===== src/rtl/jtag_dbg_pkg.sv =====
// Shared definitions for the JTAGG user-chain debug logic (TX and RX sides).
package jtag_dbg_pkg;

    localparam int DBG_WIDTH = 32;

    localparam logic CHAIN_ER1 = 1'b0;
    localparam logic CHAIN_ER2 = 1'b1;

    typedef enum logic {
        IDLE  = 1'b0,
        SHIFT = 1'b1
    } tap_state_t;

endpackage


===== src/rtl/jtck_edge.sv =====
// Oversamples the asynchronous JTCK into clk and emits one-clock rise/fall pulses.
// Edge-to-pulse latency is SYNC-1 clocks; reload preloads the history so no false edge appears.
module jtck_edge #(
    parameter int SYNC = 4
) (
    input  logic clk,
    input  logic rst,
    input  logic jtck,
    input  logic reload,
    output logic rise,
    output logic fall
);

    logic [SYNC-1:0] tck_sh;

    always_ff @(posedge clk) begin
        if (rst) begin
            tck_sh <= '0;
        end else if (reload) begin
            tck_sh <= {SYNC{jtck}};
        end else begin
            tck_sh <= {tck_sh[SYNC-2:0], jtck};
        end
    end

    assign rise = !tck_sh[SYNC-1] &&  tck_sh[SYNC-2];
    assign fall =  tck_sh[SYNC-1] && !tck_sh[SYNC-2];

endmodule


===== src/rtl/jtag_dr_tx.sv =====
// JTAG DR transmitter: a one-entry holding register is loaded into the DR on Capture-DR of
// its chain and shifted out LSB-first on JTDO1/JTDO2; TDO changes on falling TCK.
module jtag_dr_tx
    import jtag_dbg_pkg::*;
#(
    parameter int WIDTH = DBG_WIDTH,
    parameter int SYNC  = 4
) (
    input  logic             clk48m,
    input  logic             rst,
    input  logic             jtck,
    input  logic             jshift,
    input  logic             jce1,
    input  logic             jce2,
    input  logic             jrstn,
    input  logic [WIDTH-1:0] tx_data,
    input  logic             tx_sel,
    input  logic             tx_wr,
    output logic             tx_full,
    output logic             tx_done,
    output logic             tx_overrun,
    output logic             jtdo1,
    output logic             jtdo2
);

    tap_state_t       state, state_nxt;
    logic [WIDTH-1:0] hold;
    logic             hold_sel;
    logic [WIDTH-1:0] sr;
    logic             tdo_q;
    logic             act_sel;
    logic             rise, fall;
    logic             cap, cap_sel, take, shift_en;

    jtck_edge #(.SYNC(SYNC)) u_edge (
        .clk    (clk48m),
        .rst    (rst),
        .jtck   (jtck),
        .reload (!jrstn),
        .rise   (rise),
        .fall   (fall)
    );

    assign cap      = jrstn && rise && !jshift && (jce1 || jce2);
    assign cap_sel  = jce2 ? CHAIN_ER2 : CHAIN_ER1;
    assign take     = cap && tx_full && (hold_sel == cap_sel);
    assign shift_en = jrstn && rise && (state == SHIFT) && jshift &&
                      (act_sel ? jce2 : jce1);

    always_comb begin
        state_nxt = state;
        if (!jrstn) begin
            state_nxt = IDLE;
        end else if (rise) begin
            if (cap) begin
                state_nxt = SHIFT;
            end else if (state == SHIFT && !jce1 && !jce2) begin
                state_nxt = IDLE;
            end
        end
    end

    always_ff @(posedge clk48m) begin
        if (rst) begin
            state <= IDLE;
        end else begin
            state <= state_nxt;
        end
    end

    // A capture in the same clock as a write consumes the old word before the new one lands.
    always_ff @(posedge clk48m) begin
        if (rst) begin
            hold       <= '0;
            hold_sel   <= 1'b0;
            tx_full    <= 1'b0;
            tx_done    <= 1'b0;
            tx_overrun <= 1'b0;
        end else begin
            tx_done    <= take;
            tx_overrun <= tx_wr && tx_full && !take;
            if (tx_wr) begin
                hold     <= tx_data;
                hold_sel <= tx_sel;
                tx_full  <= 1'b1;
            end else if (take) begin
                tx_full  <= 1'b0;
            end
        end
    end

    always_ff @(posedge clk48m) begin
        if (rst || !jrstn) begin
            sr      <= '0;
            tdo_q   <= 1'b0;
            act_sel <= 1'b0;
        end else if (rise) begin
            if (cap) begin
                act_sel <= cap_sel;
                sr      <= take ? hold : '0;
            end else if (shift_en) begin
                sr      <= {1'b0, sr[WIDTH-1:1]};
            end
        end else if (fall) begin
            tdo_q <= sr[0];
        end
    end

    assign jtdo1 = (state == SHIFT) && tdo_q && !act_sel;
    assign jtdo2 = (state == SHIFT) && tdo_q &&  act_sel;

endmodule


===== config.mk =====
export PLATFORM = sky130hd
export DESIGN_NAME = jtag_dr_tx
export DESIGN_NICKNAME = d
export VERILOG_FILES = /design/src/rtl/jtag_dbg_pkg.sv /design/src/rtl/jtck_edge.sv /design/src/rtl/jtag_dr_tx.sv
export SDC_FILE = /design/constraint.sdc
export NUM_CORES = 1
export LEC_CHECK = 0
export BUFFER_PORTS_ARGS = -buffer_cell sky130_fd_sc_hd__buf_2
export CAP_MARGIN = 0
export CORE_AREA = 5 5 79 81
export DETAILED_ROUTE_END_ITERATION = 7
export DIE_AREA = 0 0 84 86
export PLACE_DENSITY_LB_ADDON = 0.15
export REMOVE_ABC_BUFFERS = 1
export SLEW_MARGIN = 30
export SYNTH_ARGS = -nofsm -noshare
export SYNTH_HDL_FRONTEND = slang
export SYNTH_SLANG_ARGS = --single-unit

===== constraint.sdc =====
create_clock -name clk48m -period 3.9 [get_ports clk48m]
set_clock_uncertainty 0.2 [all_clocks]
set_input_delay 0.975 -clock clk48m [delete_from_list [all_inputs] [get_ports clk48m]]
set_output_delay 0.975 -clock clk48m [all_outputs]
set_load 0.01 [all_outputs]

# Word level (Yosys, flattened, before mapping)
# Cells that the tools add are included.
# word_totals
register_bits,75
# op_classes
n_mux,10
n_eq_ne,1
bitwise,2
reduce_logical,35
# ops
cell,n
$mux 32,3
$logic_and 1x1->1,17
$logic_not 1->1,8
$reduce_and 2->1,4
$mux 1,6
$reduce_bool 2->1,3
$mux 4,1
$logic_or 1x1->1,2
$not 1->1,2
$reduce_or 2->1,1
$eq 1x1->1,1

# Depth between registers and ports, before layout
# depth
depth_word,9
mapped_depth,6
depth_no_buf,4

# Cells and area by module
# From an unflattened synthesis, not the netlist that was laid out.
# hier_totals
cells_unflattened,297
area_unflattened_um2,3078.0
# modules_own_cells
mod,cells_per_inst,area_per_inst_um2,n_inst
jtag_dr_tx,283,2941.6,1
jtck_edge,14,136.4,1

# Least setup slack after synthesis
# Ideal clock, no wire load.
# synth_path
path_type,in2reg
startpoint,input port jrstn
endpoint,register sr[0]
stages,6
t_required_ns,3.554
setup_slack_ns,1.622
setup_ns,0.146
arrival_time_ns,1.932
n_path_buf,2
cell_sequence,nand2_2 a2111oi_4 or2_1 buf_6 buf_12 a211oi_2
# synth_via
elab_chain_cells,7
word_cells_on_any_way,14
# synth_lines
element,line_no,text
"start, declared",jtag_dr_tx.sv:15,"input logic jrstn,"
$logic_and 1x1->1,"jtag_dr_tx.sv:44, jtag_dr_tx.sv:47",
$logic_and 1x1->1 (2 in a row),jtag_dr_tx.sv:44,assign cap = jrstn && rise && !jshift && (jce1 || jce2);
$logic_and 1x1->1 (2 in a row),jtag_dr_tx.sv:46,assign take = cap && tx_full && (hold_sel == cap_sel);
$mux 32,jtag_dr_tx.sv:100,sr <= take ? hold : '0;
$mux 32,jtag_dr_tx.sv:98,if (cap) begin
"end signal, assigned",jtag_dr_tx.sv:100,
"end signal, assigned",jtag_dr_tx.sv:102,"sr <= {1'b0, sr[WIDTH-1:1]};"
"end, declared",jtag_dr_tx.sv:29,logic [WIDTH-1:0] sr;
# Parallel ways exist; a longest one is shown, timed or not.
# A chain may end at the register's enable or synchronous reset.

# Final worst setup path
# layout_path
startpoint,input port jshift
endpoint,register sr[27]
# layout_via
elab_chain_cells,7
word_cells_on_any_way,11
# layout_lines
element,line_no,text
"start, declared",jtag_dr_tx.sv:12,"input logic jshift,"
$logic_not 1->1,jtag_dr_tx.sv:44,
$logic_and 1x1->1 (2 in a row),jtag_dr_tx.sv:44,
$logic_and 1x1->1 (2 in a row),jtag_dr_tx.sv:46,
$mux 32,jtag_dr_tx.sv:100,
$mux 32,jtag_dr_tx.sv:98,
# Parallel ways exist; a longest one is shown, timed or not.

==> metrics.yaml <==
cts.path.max_buffers: 2
grt-ovfl-total: 0
setup_viol: 0
rsz0062_at_grt: "no"
cts_tree: "yes"
cp-end-kind: "flip-flop"
fillers: 450
cts_buffers: 9
rows: 27
synth-async-reset-ratio_pct: 0
synth_top_area_share_pct: 46.69
hold_viol: 0
postRouteAntennaNets: 0
ys.flop_type: "dfxtp_1"
min_from: "u_edge.tck_sh[0]"
cp_top_family: "compound AO/OA/AOI/OAI gates"
yosys_warnings: 0
area_delta_synth_final_pct: 12.41
fmax_mhz: 386.8
maxCapViolations: 0
synth-edff-count: 0
nets: 378
fin_total_pwr_mw: 1.591
met1_usage_pct: 21.77
layout_setup_ws_ns: 1.315
hold_path_class: "flip-flop to flip-flop"
grt.busiest_layer: "met2"
slew_violations: 0
critical-path-max-stage-delay_ns: 0.52
cts_setup_buffers: 0
synth.most_common_cell: "dfxtp_1"
slew_headroom_pct: 38.77
r2r-start: "u_edge.tck_sh[3]"
met3_usage_pct: 4.131
yosysTopAreaCell: "dfxtp_1"
boundaryPins: 46
wl_per_cell_um: 15.24
cp_slowest_cell: "nand2_1"
holdBufCountCts: 0
met2_usage_pct: 30.01
period_minus_slack_ns: 2.585
syn_area_um2: 3216
core-area_um2: 5405
drc: 0
status: "complete, no violations"
ff2ff_path_depth: 5
dr.pass1.iters: 6
crit_fanout: 26
grt_max_degree: 41
post-route-period-util_pct: 66.29
ir_drop_v: 0.0002849
p_per_area_nw_per_um2: 440.2
die_y_um: 86
clockRootBuffer: "clkbuf_8"
synth_common_cells: "dfxtp_1, nor2_1, mux2i_1, a22oi_1, nor3_1"
cts_max_level: 3
place_inst: 398
worstSetupPathType: "primary input to flip-flop"
drt_iter0_drc: 136
antenna_found_initial: 0
worst-path-buf-inv: 2
cts_resized: 0
numPortBuffers: 45
dp.final_hpwl_mm: 3.854
layout.cells.non_filler: 414
ys_ff_latch: 75
setup_tns_ns: 0
via_per_inst: 5.587
via_count: 2313
cp.required_ns: 3.91
die_x_um: 84
path_depth: 6
worst_pin_slew_ns: 0.9162
grt_pass1_wl_mm: 10.46
worstSetupStartpoint: "jshift"
cts.reportedPaths.clkPinSlew_ns: 0.08
path_cells: "buf_2, o21ba_1, nand2_1, buf_4, a22oi_1, a211oi_2"
critPathArrivalTime_ns: 2.59
synthTopCellsByArea: "dfxtp_1, a211oi_2, mux2i_1, a22oi_1, nor3_1"
grt_pass1_vias: 2279
hold_depth: 2
drive_above_1_share_pct: 30.12
grtUsageTotal_pct: 17.90
wl_mm: 6.310
p_leak_nw: 1.376
ys_seq_area_share_pct: 46.69
initial_core_util_pct: 59.49
cts_num_sinks: 75
worst_skew_pair.late_latency_ns: 0.34
dieArea_um2: 7224
syn_avg_cell_area_um2: 10.65
worst_setup_path_start_kind: "primary input"
pre_cts_ws_ns: 0.9413
post_synth_inst_count: 302
gp_congestion: 0.8102
ys_types: 32
n_antenna_cell: 0
tightest hold or removal path, cell delays in order (launching register included):
cell and delay (ns):
dfxtp_1 0.30, nand2_1 0.05, a21oi_1 0.05
logic make-up (layout without fill, tap and decap cells):
group / Yosys count / in the layout / share of synthesized area (%)
AND/OR/NAND/NOR: 86 / 86 / 12.61
flip-flops: 75 / 75 / 46.69
AO/OA/AOI/OAI: 74 / 74 / 22.96
multiplexers: 34 / 34 / 10.58
buffers and inverters: 32 / 72 / 6.887
XOR/XNOR: 1 / 1 / 0.2724
flip-flops by register name (all words and copies together), names as in the netlist:
signal         cells
sr                32
state              1
act_sel            1
hold              32
hold_sel           1
tx_overrun         1
tx_done            1
tx_full            1
u_edge.tck_sh      4
tdo_q              1
report_power, final:
| part | internal [mW] | total [mW] | switching [mW] |
|---|---|---|---|
| clock | 0.395 | 0.668 | 0.274 |
| combinational | 0.0515 | 0.114 | 0.0622 |
| sequential | 0.793 | 0.809 | 0.0164 |
| total | 1.24 | 1.59 | 0.353 |
metal layers:
metal	vias to the layer above	routed length, µm
li1	1173	-
met1	1074	2836
met2	55	3049
met3	11	312
met4	0	112
met5	-	0
per-stage QoR:
stage	utilization, %	instance area [µm²]	hold slack (ns)
2_1_floorplan	-	3005	0.2227
3_3_place_gp	62.57	3382	0.2340
3_5_place_dp	62.57	3382	0.2371
4_1_cts	66.78	3610	0.2618
5_1_grt	66.88	3615	0.2796
6_report	66.88	3615	0.2581
layout make-up:
class / instances / area [µm²] / share of cell area, %
inverters: 3 / 11.26 / 0.3115
multi-input cells: 195 / 1496 / 41.40
flip-flops and latches: 75 / 1501 / 41.54
repair buffers: 53 / 287.8 / 7.961
clock inverters: 4 / 72.57 / 2.008
well taps: 72 / 90.09 / 2.492
clock buffers: 12 / 155.1 / 4.292
layout by cell type (no fill, tap or decap), types with 3 or more instances in the layout:
cell type / n
a21oi_1: 5
inv_1: 3
clkbuf_8: 11
dfxtp_1: 75
buf_2: 44
nor3_1: 31
nand2_1: 6
buf_4: 9
nor2b_1: 3
a22oi_1: 31
a211oi_2: 30
mux2i_1: 34
nor2_1: 36
final timing paths:
check,slack [ns],end
worst max register to register,1.60,sr[23]
worst max-delay path,1.31,sr[27]
worst min register to register,0.26,u_edge.tck_sh[1]
worst min-delay path,0.26,u_edge.tck_sh[1]
No activity file was read; power rests on OpenSTA's default activity.
